==> src/rtl/apb_pkg.sv <==
// Shared types for the APB master/arbiter: FSM state encoding and the captured command record.
package apb_pkg;

    localparam int APB_ADDR_W = 4;
    localparam int APB_DATA_W = 32;

    typedef enum logic [1:0] {
        IDLE,
        SETUP,
        ACCESS,
        ERR
    } apb_state_e;

    typedef struct packed {
        logic                  write;
        logic [APB_ADDR_W-1:0] addr;
        logic [APB_DATA_W-1:0] wdata;
    } apb_cmd_t;

    function automatic logic is_aligned(input logic [APB_ADDR_W-1:0] addr);
        return (addr[1:0] == 2'b00);
    endfunction

endpackage

==> src/rtl/rr_arbiter.sv <==
// Combinational round-robin arbiter: search begins one past the pointer and wraps.
module rr_arbiter #(
    parameter  int N  = 2,
    localparam int IW = (N > 1) ? $clog2(N) : 1
) (
    input  logic [N-1:0]  i_req,
    input  logic [IW-1:0] i_ptr,
    output logic [N-1:0]  o_gnt,
    output logic [IW-1:0] o_idx
);

    logic [IW-1:0] w_cand;
    logic          w_found;

    always_comb begin
        o_gnt   = '0;
        o_idx   = '0;
        w_found = 1'b0;
        w_cand  = '0;
        for (int i = 1; i <= N; i++) begin
            w_cand = IW'((int'(i_ptr) + i) % N);
            if (!w_found && i_req[w_cand]) begin
                w_found       = 1'b1;
                o_gnt[w_cand] = 1'b1;
                o_idx         = w_cand;
            end
        end
    end

endmodule

==> src/rtl/apb_master_arb.sv <==
// Multi-requester APB master: round-robin picks one command port, runs SETUP/ACCESS with a
// bounded PREADY wait, and returns read data / error to the winner as a one-cycle pulse.
module apb_master_arb
    import apb_pkg::*;
#(
    parameter int ADDR_WIDTH = APB_ADDR_W,
    parameter int DATA_WIDTH = APB_DATA_W,
    parameter int NUM_REQ    = 2,
    parameter int TIMEOUT    = 16
) (
    input  logic                          PCLK,
    input  logic                          PRESETn,
    input  logic [NUM_REQ-1:0]            req_valid,
    output logic [NUM_REQ-1:0]            req_ready,
    input  logic [NUM_REQ-1:0]            req_write,
    input  logic [NUM_REQ*ADDR_WIDTH-1:0] req_addr,
    input  logic [NUM_REQ*DATA_WIDTH-1:0] req_wdata,
    output logic [NUM_REQ-1:0]            rsp_valid,
    output logic [DATA_WIDTH-1:0]         rsp_rdata,
    output logic                          rsp_err,
    output logic                          PSEL,
    output logic                          PENABLE,
    output logic                          PWRITE,
    output logic [ADDR_WIDTH-1:0]         PADDR,
    output logic [DATA_WIDTH-1:0]         PWDATA,
    input  logic [DATA_WIDTH-1:0]         PRDATA,
    input  logic                          PREADY
);

    localparam int IW     = $clog2(NUM_REQ);
    localparam int WAIT_W = (TIMEOUT > 0) ? $clog2(TIMEOUT + 1) : 1;
    localparam logic [WAIT_W-1:0] WAIT_LAST = (TIMEOUT > 0) ? WAIT_W'(TIMEOUT - 1) : '0;

    apb_state_e            r_state;
    logic [IW-1:0]         r_ptr;
    logic [IW-1:0]         r_idx;
    logic                  r_psel;
    logic                  r_penable;
    logic                  r_pwrite;
    logic [ADDR_WIDTH-1:0] r_paddr;
    logic [DATA_WIDTH-1:0] r_pwdata;
    logic [DATA_WIDTH-1:0] r_rdata;
    logic                  r_err;
    logic [NUM_REQ-1:0]    r_rsp_valid;
    logic [WAIT_W-1:0]     r_wait;

    logic [NUM_REQ-1:0]    w_gnt;
    logic [NUM_REQ-1:0]    w_ready;
    logic [IW-1:0]         w_idx;
    apb_cmd_t              w_cmd;

    rr_arbiter #(.N(NUM_REQ)) u_arb (
        .i_req (req_valid),
        .i_ptr (r_ptr),
        .o_gnt (w_gnt),
        .o_idx (w_idx)
    );

    // Ready is held low while reset is asserted so every output reads 0 during reset.
    assign w_ready = (r_state == IDLE && PRESETn) ? w_gnt : '0;

    always_comb begin
        w_cmd.write = req_write[w_idx];
        w_cmd.addr  = req_addr[int'(w_idx)*ADDR_WIDTH +: ADDR_WIDTH];
        w_cmd.wdata = req_wdata[int'(w_idx)*DATA_WIDTH +: DATA_WIDTH];
    end

    always_ff @(posedge PCLK or negedge PRESETn) begin
        if (!PRESETn) begin
            r_state     <= IDLE;
            r_ptr       <= IW'(NUM_REQ - 1);
            r_idx       <= '0;
            r_psel      <= 1'b0;
            r_penable   <= 1'b0;
            r_pwrite    <= 1'b0;
            r_paddr     <= '0;
            r_pwdata    <= '0;
            r_rdata     <= '0;
            r_err       <= 1'b0;
            r_rsp_valid <= '0;
            r_wait      <= '0;
        end else begin
            r_rsp_valid <= '0;
            case (r_state)
                IDLE: begin
                    if (|w_ready) begin
                        r_ptr <= w_idx;
                        r_idx <= w_idx;
                        if (is_aligned(w_cmd.addr)) begin
                            r_state  <= SETUP;
                            r_psel   <= 1'b1;
                            r_pwrite <= w_cmd.write;
                            r_paddr  <= w_cmd.addr;
                            r_pwdata <= w_cmd.wdata;
                            r_wait   <= '0;
                        end else begin
                            r_state <= ERR;
                        end
                    end
                end
                SETUP: begin
                    r_penable <= 1'b1;
                    r_state   <= ACCESS;
                end
                ACCESS: begin
                    if (PREADY) begin
                        r_state            <= IDLE;
                        r_psel             <= 1'b0;
                        r_penable          <= 1'b0;
                        r_rdata            <= r_pwrite ? '0 : PRDATA;
                        r_err              <= 1'b0;
                        r_rsp_valid[r_idx] <= 1'b1;
                    end else if ((TIMEOUT != 0) && (r_wait == WAIT_LAST)) begin
                        r_state            <= IDLE;
                        r_psel             <= 1'b0;
                        r_penable          <= 1'b0;
                        r_rdata            <= '0;
                        r_err              <= 1'b1;
                        r_rsp_valid[r_idx] <= 1'b1;
                    end else begin
                        r_wait <= r_wait + 1'b1;
                    end
                end
                ERR: begin
                    r_state            <= IDLE;
                    r_rdata            <= '0;
                    r_err              <= 1'b1;
                    r_rsp_valid[r_idx] <= 1'b1;
                end
                default: r_state <= IDLE;
            endcase
        end
    end

    assign req_ready = w_ready;
    assign rsp_valid = r_rsp_valid;
    assign rsp_rdata = r_rdata;
    assign rsp_err   = r_err;
    assign PSEL      = r_psel;
    assign PENABLE   = r_penable;
    assign PWRITE    = r_pwrite;
    assign PADDR     = r_paddr;
    assign PWDATA    = r_pwdata;

endmodule

==> config.mk <==
export PLATFORM = sky130hd
export DESIGN_NAME = apb_master_arb
export DESIGN_NICKNAME = d
export VERILOG_FILES = /design/src/rtl/apb_pkg.sv /design/src/rtl/rr_arbiter.sv /design/src/rtl/apb_master_arb.sv
export SDC_FILE = /design/constraint.sdc
export NUM_CORES = 1
export LEC_CHECK = 0
export ABC_CLOCK_PERIOD_IN_PS = 2500
export CORE_MARGIN = 2
export CORE_UTILIZATION = 39
export CTS_CLUSTER_SIZE = 8
export DETAILED_ROUTE_END_ITERATION = 8
export PLACE_DENSITY_LB_ADDON = 0.3
export SLEW_MARGIN = 0
export SYNTH_ARGS = -nofsm -noshare
export SYNTH_HDL_FRONTEND = slang
export SYNTH_HIERARCHICAL = 1
export SYNTH_SLANG_ARGS = --single-unit
export TNS_END_PERCENT = 5
==> constraint.sdc <==
create_clock -name PCLK -period 2.5 [get_ports PCLK]
set_input_delay 0.5 -clock PCLK [delete_from_list [all_inputs] [get_ports PCLK]]
set_output_delay 0.5 -clock PCLK [all_outputs]
set_load 0.02 [all_outputs]
# After elaboration in Yosys (flattened, before gate mapping)
# Cells that the tools add are included.
# op_classes
addsub	3
multipliers	0
div	0
order_cmp	7
eq_ne	9
shifts	2
mux	44
bitwise	1
reduce_logical	19
# op_table
cell	n
$mux W32	3
$pmux W32 S2	1
$shiftx A64 B7 Y32	1
$mux W5	4
$mux W1	18
$mux W2	9
$pmux W5 S2	1
$lt A1 B2 Y1 const B	4
$pmux W2 S4	1
$reduce_and A2 Y1	4
$shiftx A8 B4 Y4	1
$pmux W1 S2	3
$reduce_bool A2 Y1	3
$add A5 B1 Y5 const B	1
$eq A5 B4 Y1 const B	1
$logic_and A1 B1 Y1	5
$reduce_and A5 Y1	1
$eq A2 B2 Y1 const B	2
$logic_not A2 Y1	2
$ne A2 B1 Y1 const B	2
$ne A2 B2 Y1 const B	2
$pmux W2 S2	1
$reduce_and A4 Y1	1
$demux W1 S1	3
other kinds (8)	11
# word_totals
ff_bits	83
latch_bits	0
ramBits	0
romBits	0
output_inout_bits	76
memories	0

# Longest topological paths before layout
# Gate-level depths: netlist of the first run.
# depth
depth_word	12
ltp_mapped	8
depth_no_buf	7

# Cells and area by module
# The synthesis of the first run kept the hierarchy.
# by_module_without_submodules
module	n_inst	cells_per_inst	area_per_inst_um2
apb_master_arb	1	291	3475.8
rr_arbiter	1	4	26.3

# Worst setup path after synthesis of the first run
# OpenSTA, ideal clock, no wires.
# synth_path
path_kind	input to register
from	input req_valid[1]
to	register r_wait[0]
t_arrival_ns	1.776
required_ns	2.375
slack_ns	0.599
path_stages	6
n_path_buf	1
cell_sequence	a21boi_0 > nor3b_1 > o221ai_2 > buf_6 > a21o_1 > mux2_2
# synth_via
elab_chain_cells	10
elab_cells_between_ends	19
classes_between	eq/ne: 2; shift: 1; mux: 10; bitwise: 1; reduce/logical: 5
# synth_rtl
item	line_no	text
from (decl)	apb_master_arb.sv:13	input logic [NUM_REQ-1:0] req_valid,
$mux W1 (not written as such) (2 in series)	rr_arbiter.sv:22	if (!w_found && i_req[w_cand]) begin
$mux W1	rr_arbiter.sv:22	
$logic_not A1 Y1	rr_arbiter.sv:22	
$logic_and A1 B1 Y1	rr_arbiter.sv:22	
$mux W1 / $mux W2 (equally long branches)	rr_arbiter.sv:22	
$shiftx A8 B4 Y4 / $mux W2 (equally long branches)	apb_master_arb.sv:64, apb_master_arb.sv:60	
$logic_not A2 Y1 / $reduce_or A2 Y1 (equally long branches)	apb_pkg.sv:21, apb_master_arb.sv:86	
$ne A2 B1 Y1 (no line)	n/a	
$reduce_and A5 Y1 (no line) *	n/a	
to (signal assigned)	apb_master_arb.sv:121	r_wait <= r_wait + 1'b1;
to (decl)	apb_master_arb.sv:45	logic [WAIT_W-1:0] r_wait;
# Mark *: on every way between the ends. The rest lies on a longest branch, timed or not. The select of a mux whose other input is x is not followed.
# A chain may end at the register's enable or synchronous reset.

# Worst setup path after layout of the first run
# layout_path
from	input req_valid[0]
to	output req_ready[0]
# layout_via
elab_chain_cells	7
elab_cells_between_ends	11
classes_between	mux: 8; bitwise: 1; reduce/logical: 2
# layout_rtl
item	line_no	text
$mux W1 (not written as such) (2 in series)	rr_arbiter.sv:22	
$mux W1	rr_arbiter.sv:22	
$logic_not A1 Y1	rr_arbiter.sv:22	
$logic_and A1 B1 Y1	rr_arbiter.sv:22	
$mux W2 *	rr_arbiter.sv:22	
named net w_gnt[0]	apb_master_arb.sv:47	logic [NUM_REQ-1:0] w_gnt;
$mux W2 *	apb_master_arb.sv:60	assign w_ready = (r_state == IDLE && PRESETn) ? w_gnt : '0;
to (decl)	apb_master_arb.sv:14	output logic [NUM_REQ-1:0] req_ready,
# Mark *: on every way through the listed nets, which the timed path passes. The rest lies on a longest branch. The select of a mux whose other input is x is not followed.

==> results of run 1 <==
-- synthesized netlist by cell type --
library cell / count / area (sq um)
a21boi_1: 1 / 7.51
dfstp_2: 1 / 26.3
nor3b_1: 2 / 15.0
nor3_1: 1 / 5.00
inv_1: 5 / 18.8
buf_2: 8 / 40.0
buf_6: 3 / 33.8
o31a_1: 1 / 8.76
o2bb2ai_1: 2 / 17.5
and2_1: 4 / 25.0
o22a_1: 1 / 8.76
o31ai_2: 1 / 12.5
a22o_1: 33 / 289
dfrtp_1: 82 / 2050
o21a_1: 1 / 7.51
nor2_1: 8 / 30.0
nand4_1: 1 / 6.26
and3_1: 1 / 6.26
nand2b_1: 1 / 6.26
a21boi_0: 2 / 15.0
o221ai_2: 1 / 15.0
nor3b_2: 1 / 12.5
a21o_1: 3 / 22.5
clkbuf_1: 9 / 33.8
ha_1: 2 / 25.0
a21oi_1: 2 / 10.0
nand2_1: 39 / 146
mux2_2: 1 / 11.3
o21ai_0: 39 / 195
nor3_2: 1 / 10.0
nor3b_4: 1 / 18.8
mux2i_1: 37 / 370
-- area by class of cell --
class	instances	area, sq um
Clock inverter	6	63.8
Fill cell	687	3000
Clock buffer	10	138
Sequential cell	83	2080
Multi-Input combinational cell	187	1340
Tap cell	108	135
Inverter	5	18.8
Timing Repair Buffer	197	1950
-- metal layers --
metal	vias up	global-route usage	share of wire
met5	-	0	0
met2	135	0.314	0.48
li1	1424	-	-
met3	13	0.0574	0.095
met4	0	0.0685	0.018
met1	1392	0.236	0.41
-- kinds of logic after synthesis --
| family | share of synthesized area |
|---|---|
| compound gates | 0.174 |
| flops | 0.593 |
| simple gates | 0.0804 |
| mux | 0.109 |
| buf+inv | 0.0361 |
| fa+ha+maj | 0.00714 |
-- report_power, final --
part           internal, mW  switching (mW)
sequential             1.98           0.365
clock                 0.489           0.482
combinational          1.65            1.61
total                  4.12            2.46
-- worst max-delay path, cell delays in order --
cell	delay (ns)
clkdlybuf4s50_1	0.50
a21boi_2	0.20
and2_1	0.14
clkdlybuf4s50_1	0.60
-- final timing paths --
path | slack (ns) | end | cells past startpoint | from
max | 0.06 | req_ready[0] | 4 | req_valid[0]
min | 0.43 | r_state[0] | 2 | PRESETn
min in group PCLK | 0.44 | rsp_valid[0] | 1 | r_idx
min reg2reg | 0.44 | rsp_valid[0] | 1 | r_idx
max in group asynchronous | 1.44 | r_wait[1] | 2 | PRESETn
max reg2reg | 0.43 | r_wait[0] | 7 | r_wait[0]
-- flip-flops by register name, indices dropped and copies added (netlist names) --
register,flops
PADDR,4
PENABLE,1
PSEL,1
PWDATA,32
PWRITE,1
r_idx,1
r_ptr,1
r_state,2
r_wait,5
rsp_err,1
rsp_rdata,32
rsp_valid,2
-- timing repair --
action	4_1_cts	5_1_grt
endpoints found under the setup margin	1	1
gates resized for setup	1	1
cloned	0	0
pin swaps	0	0
==> impl_results.md, run 1 <==
- Kind of end point of the critical path: primary output
- HP Class: in -> async
- Post-layout utilization of the core: 0.657
- Number of endpoints with negative hold slack in the final report: 0
- Total length of routed wires: about 9000 microns
- Area of the die: a little under 10,000 sq um
- Count of buffers from port buffering: 186
- VDD IR-drop max: approximately 430 uV
- ANT cells: 0
- Transition at the pin with the smallest max-transition slack: 1.01 ns
- Share of the yosys chip area belonging to registers: 0.593
- Violation count after the first detailed-routing iteration: 67
- I/O pin cnt: about 190
- Vias per std cell: about 5
- Min setup slack post-route: between 0.06 and 0.07 ns
- P_leak: 2.56 nW
- Max Buffers Root-to-Sink: 2
- Final clock period utilization by the worst path: 0.975
- Total number of H-tree levels: 3
- Top achievable clock speed: between 0.4 and 0.5 GHz
- Count of vias placed by the detailed router: between 2,000 and 3,000
- Number of nets with antenna violations after detailed routing: 0
- Final RePlAce weighted congestion: between 0.7 and 0.8
- Core area: ~8700 sq um
- Count of unresolved DRC violations after routing: 0
- Total CTS buffers: 9
- Most frequent cells in the layout: clkdlybuf4s50_1, dfrtp_1, nand2_1, o21ai_0, mux2i_1
- First-pass GRT wire length: 15,000 microns
- Cells after Synth: 295
- Via count of the first global-routing pass: 3,089
- MaxCap Viol Count: 0
- Overall Power: approximately 6.6 mW
- Syn Std Cell Area: 3500 sq um
- TritonCTS clock tree: built
- Largest clock skew in the final design: roughly 0.0084 ns
- Maximum net fanout on the critical path: 3
- Total power divided by cell area: around 1100 nW/um^2
- CTS sink cnt: 83
- Count of warnings emitted by yosys: 6
- Layout cells sized above 1: 0.0758
- Max-slew violation count: 0
- Data arrival time of the critical path: approximately 1.9 ns
- Final routed wire length divided by cell count: around 15 microns
- Final instance count without filler cells: 596
- Cts hold-fix bufs: 0
- Post-synthesis average cell area: around 12 sq um
- Count of distinct cell types in the synthesized netlist: 32
- Starting Density: 0.402
- Unrepaired setup endpoints after global routing: false
- Cell at the root of the clock tree: clkbuf_8
- Setup TNS Final: 0 ns
- Pin count of the biggest net entering global routing: 84
- Worst setup path class: in -> out
- Height of the die: ~99 microns
- Die extent in x: between 90 and 100 microns
- Clk_lat worst skew: about 0.34 ns
- Total number of placement rows: 34
- Leading cell type in the layout, fill and taps excluded: clkdlybuf4s50_1
- Worst setup slack before clock tree synthesis: -0.0143 ns
- Detail Placement HPWL: between 6000 and 7000 microns
- WP data required: approximately 2.0 ns
- Placement Cell Area: about 5500 sq um
- Max transition margin: 0.328
- Post-CTS setup buffers: 0
- Run status: finished, final reports clean
- Aggregate global-route resource usage: 0.190
- Worst hold slack after final layout: between 0.4 and 0.5 ns
- Count of state elements after synthesis: 83
- Count of TritonRoute iterations in the first routing pass: 4
- Number of antenna violations at the first check in global routing: 0
- Number of endpoints failing setup at the final stage: 0
- Kind of start point of the critical path: input port
- Post-layout instance area: ~5700 sq um
- Minimum period implied by the final worst setup slack: about 2.4 ns
- GRT Residual Overflow: 0
- Layout Area Growth over Synthesis: 63.5%
- Post-synth net total: ~410
- Clock slew at the register clock pins of the worst setup and hold paths: ~0.080 ns
- Nets: between 500 and 600
- Post-placement cell count: just under 600
(Power assumes the default switching activity.)
==> inputs of run 2 (changes only) <==
- ABC_CLOCK_PERIOD_IN_PS: 2500 -> 3000
- CORE_UTILIZATION: 39 -> 40
- clock period: 2.5 -> 3 ns (I/O delays scaled with it)
==> impl_results.md, run 2 (synthesis results as in run 1) <==
- Max Buffers Root-to-Sink: 2 (unchanged)
- CTS sink cnt: 83 (unchanged)
- Startpoint of the lowest-slack hold path: r_idx
- Cell at the root of the clock tree: clkbuf_8
- Detail Placement HPWL: 6610 microns (-0.43%)
- Portion of total power attributed to sequential cells: 0.368 (+0.012)
- Clock slew at the register clock pins of the worst setup and hold paths: 0.10 ns (+0.02 ns)
- Transition at the pin with the smallest max-transition slack: 1.03 ns (+0.0213 ns)
- Kind of start point of the critical path: input port
- Max-slew violation count: 0 (unchanged)
- VDD IR-drop max: 364 uV (-14%)
- Layout cells sized above 1: 0.0700 (-0.00586)
- Cts hold-fix bufs: 0 (unchanged)
- Number of filler cells placed in the layout: 693 (+0.87%)
- TritonCTS clock tree: built
- Worst r2r src: r_wait[0]
- Nets: 594 (-0.34%)
- Count of buffers from port buffering: 186 (unchanged)
- Largest clock skew in the final design: 0.0183 ns (+0.00993 ns)
- Count of TritonRoute iterations in the first routing pass: 4 (unchanged)
- MaxCap Viol Count: 0 (unchanged)
- Final routed wire length divided by cell count: 14.8 microns (-1.0%)
- ANT cells: 0 (unchanged)
- Pin count of the biggest net entering global routing: 84 (unchanged)
- Number of nets with antenna violations after detailed routing: 0 (unchanged)
- Setup TNS Final: 0 ns (unchanged)
- Number of endpoints with negative hold slack in the final report: 0 (unchanged)
- Clk_lat worst skew: 0.35 ns (about the same)
- Final RePlAce weighted congestion: 0.756 (-4.2%)
- Number of buffer and inverter stages on the critical path: 2 (unchanged)
- HP Class: reg -> reg
- Total length of routed wires: 8800 microns (-1.3%)
- I/O pin cnt: 187 (unchanged)
- Core area: 8590 sq um (-1.5%)
- Maximum net fanout on the critical path: 3 (unchanged)
- WP data required: 2.40 ns (+0.40 ns)
- Total CTS buffers: 9 (unchanged)
- Max transition margin: 0.314 (-0.0142)
- Worst setup path class: in -> out
- Category of cells accounting for the largest share of critical-path delay: buffers and inverters
- First-pass GRT wire length: 14,600 microns (-2.6%)
- Die extent in x: 97.6 microns (-1.2%)
- Height of the die: 97.6 microns (-1.2%)
- Total number of H-tree levels: 3 (unchanged)
- Leading cell type in the layout, fill and taps excluded: clkdlybuf4s50_1
- Number of endpoints failing setup at the final stage: 0 (unchanged)
- Aggregate global-route resource usage: 0.191 (+0.000814)
- Data arrival time of the critical path: 2.14 ns (+0.20 ns)
- Final instance count without filler cells: 594 (-0.34%)
- Minimum period implied by the final worst setup slack: 2.74 ns
- Number of cells on the worst hold path: 1
- P_leak: 2.53 nW (-1.5%)
- Count of unresolved DRC violations after routing: 0 (unchanged)
- Post-placement cell count: 578 (-0.34%)
- Net Switching: 2.07 mW (-16%)
- Setup crit start: req_valid[1]
- Portion of total power attributed to combinational logic: 0.493 (-0.003)
- Most frequent cells in the layout: clkdlybuf4s50_1, dfrtp_1, nand2_1, o21ai_0, mux2i_1
- Violation count after the first detailed-routing iteration: 66 (-1.5%)
- Overall Power: 5.40 mW (-18%)
- Via count of the first global-routing pass: 2,908 (-5.9%)
- Total power divided by cell area: 952 nW/um^2 (-17%)
- Unrepaired setup endpoints after global routing: false
- Kind of end point of the critical path: primary output
- Critical Path Max Stage Delay: 0.60 ns (about the same)
- Internal Power: 3.33 mW (-19%)
- Final clock period utilization by the worst path: 0.912
- Worst Reg2Reg Path Length in Cells: 7 (unchanged)
- GRT Residual Overflow: 0 (unchanged)
- Post-layout utilization of the core: 0.660 (+0.00393)
- Most prevalent standard cell on the critical path: clkdlybuf4s50_1
- Starting Density: 0.408 (+0.00596)
- Layout Area Growth over Synthesis: 62.1%
- Fraction of power consumed by the clock network: 0.138 (-0.009)
- Logic depth of the worst path, buffers included: 4 (unchanged)
- Post-CTS setup buffers: 0 (unchanged)
- Top achievable clock speed: between 0.3 and 0.4 GHz
- Number of antenna violations at the first check in global routing: 0 (unchanged)
- Vias per std cell: 4.92 (-1.1%)
- Worst path cell trace: clkdlybuf4s50_1 > a21boi_0 > and2_1 > clkdlybuf4s50_1
- Run status: finished, final reports clean
- Count of vias placed by the detailed router: 2,923 (-1.4%)
- Total of cells resized after clock tree synthesis: 0 (-1)
- Switching share of power: 0.384 (+0.0102)
- Area of the die: 9520 sq um (-2.4%)
- Total number of placement rows: 34 (unchanged)
- CP max-delay cell: clkdlybuf4s50_1
==> run 2: layout make-up <==
cell class / instances / area [sq um] / share of cell area
Clock buffer: 9 / 124 / 0.0218
Sequential cell: 83 / 2080 / 0.366
Inverter: 5 / 18.8 / 0.00331
Tap cell: 108 / 135 / 0.0238
Clock inverter: 7 / 57.6 / 0.0101
Multi-Input combinational cell: 187 / 1340 / 0.235
Timing Repair Buffer: 195 / 1930 / 0.340
==> run 2: layer usage <==
metal	part of all wire	routed length (microns)	vias up	global-route usage
met5	0	0	-	0
met4	0.0089	78	0	0.0630
met3	0.099	872	6	0.0698
met2	0.45	3990	140	0.291
met1	0.44	3850	1351	0.253
li1	-	-	1426	-
==> run 2: stage by stage <==
stage	setup WS, ns	hold WS [ns]	area (sq um)
after floorplan	0.999	0.304	3500
after global placement	0.337	0.411	5490
after detailed placement	0.258	0.414	5490
after CTS	0.259	0.417	5680
after global routing	0.138	0.422	5680
final	0.263	0.417	5680
==> run 2: path summary, 6_finish.rpt <==
| check | slack [ns] | end |
|---|---|---|
| worst max-delay path | 0.26 | req_ready[1] |
| worst min register to register | 0.42 | rsp_valid[0] |
| max in group asynchronous | 1.80 | PWDATA[0] |
| worst max register to register | 0.94 | r_wait[0] |
| worst min-delay path | 0.42 | rsp_valid[0] |
| min in group asynchronous | 0.51 | PWDATA[24] |
==> run 2: power groups by stage <==
stage / Combinational (mW) / Clock [mW] / Sequential [mW]
2_1_floorplan: 0.763 / 0 / 2.54
3_3_place_gp: 2.66 / 0 / 1.98
3_5_place_dp: 2.69 / 0 / 2.01
4_1_cts: 2.70 / 0.768 / 2.00
5_1_grt: 2.86 / 0.810 / 2.06
6_report: 2.67 / 0.747 / 1.99
==> inputs of run 3 (changes only) <==
- CORE_ASPECT_RATIO: default -> 0.5
==> impl_results.md, run 3 (synthesis results as in run 1) <==
- Run status: finished, final reports clean
- Kind of end point of the critical path: primary output
- Number of endpoints failing setup at the final stage: 0 (unchanged)
- Starting Density: 0.406 (-0.00118)
- HP Class: reg -> reg
- Total power divided by cell area: 1010 nW/um^2 (+6.2%)
- P_leak: 2.62 nW (+3.9%)
- Most prevalent standard cell on the critical path: clkdlybuf4s50_1
- Post-placement cell count: 589 (+1.9%)
- Cell at the root of the clock tree: clkbuf_16
- Category of cells accounting for the largest share of critical-path delay: buffers and inverters
- Via count of the first global-routing pass: 2,975 (+2.3%)
- Total CTS buffers: 9 (unchanged)
- Aggregate global-route resource usage: 0.194 (+0.00372)
- First-pass GRT wire length: 14,600 microns (-0.14%)
- Most frequent cells in the layout: clkdlybuf4s50_1, dfrtp_1, nand2_1, o21ai_0, mux2i_1
- Detail Placement HPWL: 6410 microns (-3.1%)
- Count of TritonRoute iterations in the first routing pass: 4 (unchanged)
- Worst setup slack before clock tree synthesis: 0.290 ns (+0.0326 ns)
- Leading cell type in the layout, fill and taps excluded: clkdlybuf4s50_1
- Vias per std cell: 4.79 (-2.6%)
- Max Buffers Root-to-Sink: 2 (unchanged)
- Number of antenna violations at the first check in global routing: 0 (unchanged)
- Nets: 596 (+0.34%)
- Worst setup path class: in -> out
- TritonCTS clock tree: built
- Number of buffer and inverter stages on the critical path: 2 (unchanged)
- VDD IR-drop max: 472 uV (+30%)
- Cts hold-fix bufs: 0 (unchanged)
- Number of filler cells placed in the layout: 661 (-4.6%)
- Height of the die: 70.2 microns (-28%)
- Layout Area Growth over Synthesis: 67.6%
- Total length of routed wires: 8770 microns (-0.30%)
- Max transition margin: 0.319 (+0.00453)
- Layout cells sized above 1: 0.0717 (+0.00176)
- Total of cells resized after clock tree synthesis: 0 (unchanged)
- Clk_lat worst skew: 0.33 ns (-0.02 ns)
- Violation count after the first detailed-routing iteration: 121 (+83%)
- Count of vias placed by the detailed router: 2,900 (-0.79%)
- Kind of start point of the critical path: input port
- Post-CTS setup buffers: 0 (unchanged)
- Post-layout instance area: 5870 sq um (+3.4%)
- Total number of H-tree levels: 3 (unchanged)
- ANT cells: 0 (unchanged)
- Largest clock skew in the final design: 0.00517 ns (-0.0132 ns)
- Min setup slack post-route: 0.289 ns (+0.0258 ns)
- WP data required: 2.40 ns (about the same)
- MaxCap Viol Count: 0 (unchanged)
- Setup TNS Final: 0 ns (unchanged)
- Final RePlAce weighted congestion: 0.756 (about the same)
- Unrepaired setup endpoints after global routing: false
- Total number of placement rows: 24 (-29%)
- GRT Residual Overflow: 0 (unchanged)
- Maximum net fanout on the critical path: 3 (unchanged)
- Max-slew violation count: 0 (unchanged)
- Pin count of the biggest net entering global routing: 84 (unchanged)
- Final routed wire length divided by cell count: 14.5 microns (-2.1%)
- Minimum period implied by the final worst setup slack: 2.71 ns (-0.0258 ns)
- Count of buffers from port buffering: 186 (unchanged)
- CP max-delay cell: clkdlybuf4s50_1
- Placement Cell Area: 5520 sq um (+0.48%)
- Transition at the pin with the smallest max-transition slack: 1.02 ns (-0.00679 ns)
- Number of endpoints with negative hold slack in the final report: 0 (unchanged)
- CTS sink cnt: 83 (unchanged)
- Critical Path Max Stage Delay: 0.60 ns (about the same)
- Core area: 8620 sq um (+0.29%)
- Data arrival time of the critical path: 2.11 ns (-0.03 ns)
- Area of the die: 9570 sq um (+0.48%)
- Number of nets with antenna violations after detailed routing: 0 (unchanged)
- Worst path cell trace: clkdlybuf4s50_1 > a21boi_0 > and2_1 > clkdlybuf4s50_1
- I/O pin cnt: 187 (unchanged)
- Final clock period utilization by the worst path: 0.904 (-0.00860)
- Count of unresolved DRC violations after routing: 0 (unchanged)
- Final instance count without filler cells: 605 (+1.9%)
- Clock slew at the register clock pins of the worst setup and hold paths: 0.06 ns (-0.04 ns)
- Top achievable clock speed: 0.369 GHz (+0.95%)
- Die extent in x: 136 microns (+40%)
==> run 3: cell count changes in the layout (fill, tap and decap cells not counted), sizes merged <==
cell / delta
clkinvlp: -3
clkbuf: +2
bufinv: +3
inv: -1
buf: +2
clkinv: -1
==> run 3: final cells by class <==
cell class | count | area, sq um | area share
Sequential cell | 83 | 2080 | 0.354
Timing Repair Buffer | 197 | 1940 | 0.331
Multi-Input combinational cell | 187 | 1340 | 0.227
Clock buffer | 11 | 243 | 0.0413
Tap cell | 117 | 146 | 0.0249
Clock inverter | 5 | 108 | 0.0183
Inverter | 5 | 18.8 | 0.00320
==> run 3: metal layers <==
layer	share of wire	global-route usage	up-vias	wire length [microns]
li1	-	-	1429	-
met1	0.42	0.240	1366	3700
met2	0.50	0.329	89	4390
met3	0.060	0.0559	16	530
met4	0.018	0.0648	0	159
met5	0	0	-	0
==> run 3: report_power, final <==
group	leakage, nW	switching (mW)	internal [mW]
registers	1.07	0.327	1.65
clock network	0.171	0.429	0.842
logic	1.39	1.31	1.37
total	2.62	2.06	3.87
==> run 3: final timing paths <==
kind | slack [ns] | to | cells past startpoint | startpoint
setup / recovery | 0.29 | req_ready[1] | 4 | req_valid[1]
hold / removal | 0.44 | rsp_valid[0] | 1 | r_idx
setup reg to reg | 0.93 | r_wait[0] | 7 | r_wait[0]
hold reg to reg | 0.44 | rsp_valid[0] | 1 | r_idx
max in group asynchronous | 1.80 | PWDATA[0] | 2 | PRESETn
min in group asynchronous | 0.55 | r_wait[2] | 2 | PRESETn
==> run 3: worst register-to-register path: stages, from the launching register on <==
cell and delay (ns):
dfrtp_1 0.41, ha_1 0.22, and3_1 0.18, ha_1 0.23
nor2_1 0.28, nand2_1 0.15, a21o_1 0.23, mux2_2 0.26
==> run 3: stage by stage <==
step | power, mW | util | hold WS (ns)
after floorplan | 3.31 | - | 0.304
after global placement | 4.64 | 0.641 | 0.413
after detailed placement | 4.70 | 0.641 | 0.432
after CTS | 6.01 | 0.681 | 0.441
after global routing | 6.30 | 0.681 | 0.447
final | 5.93 | 0.681 | 0.438
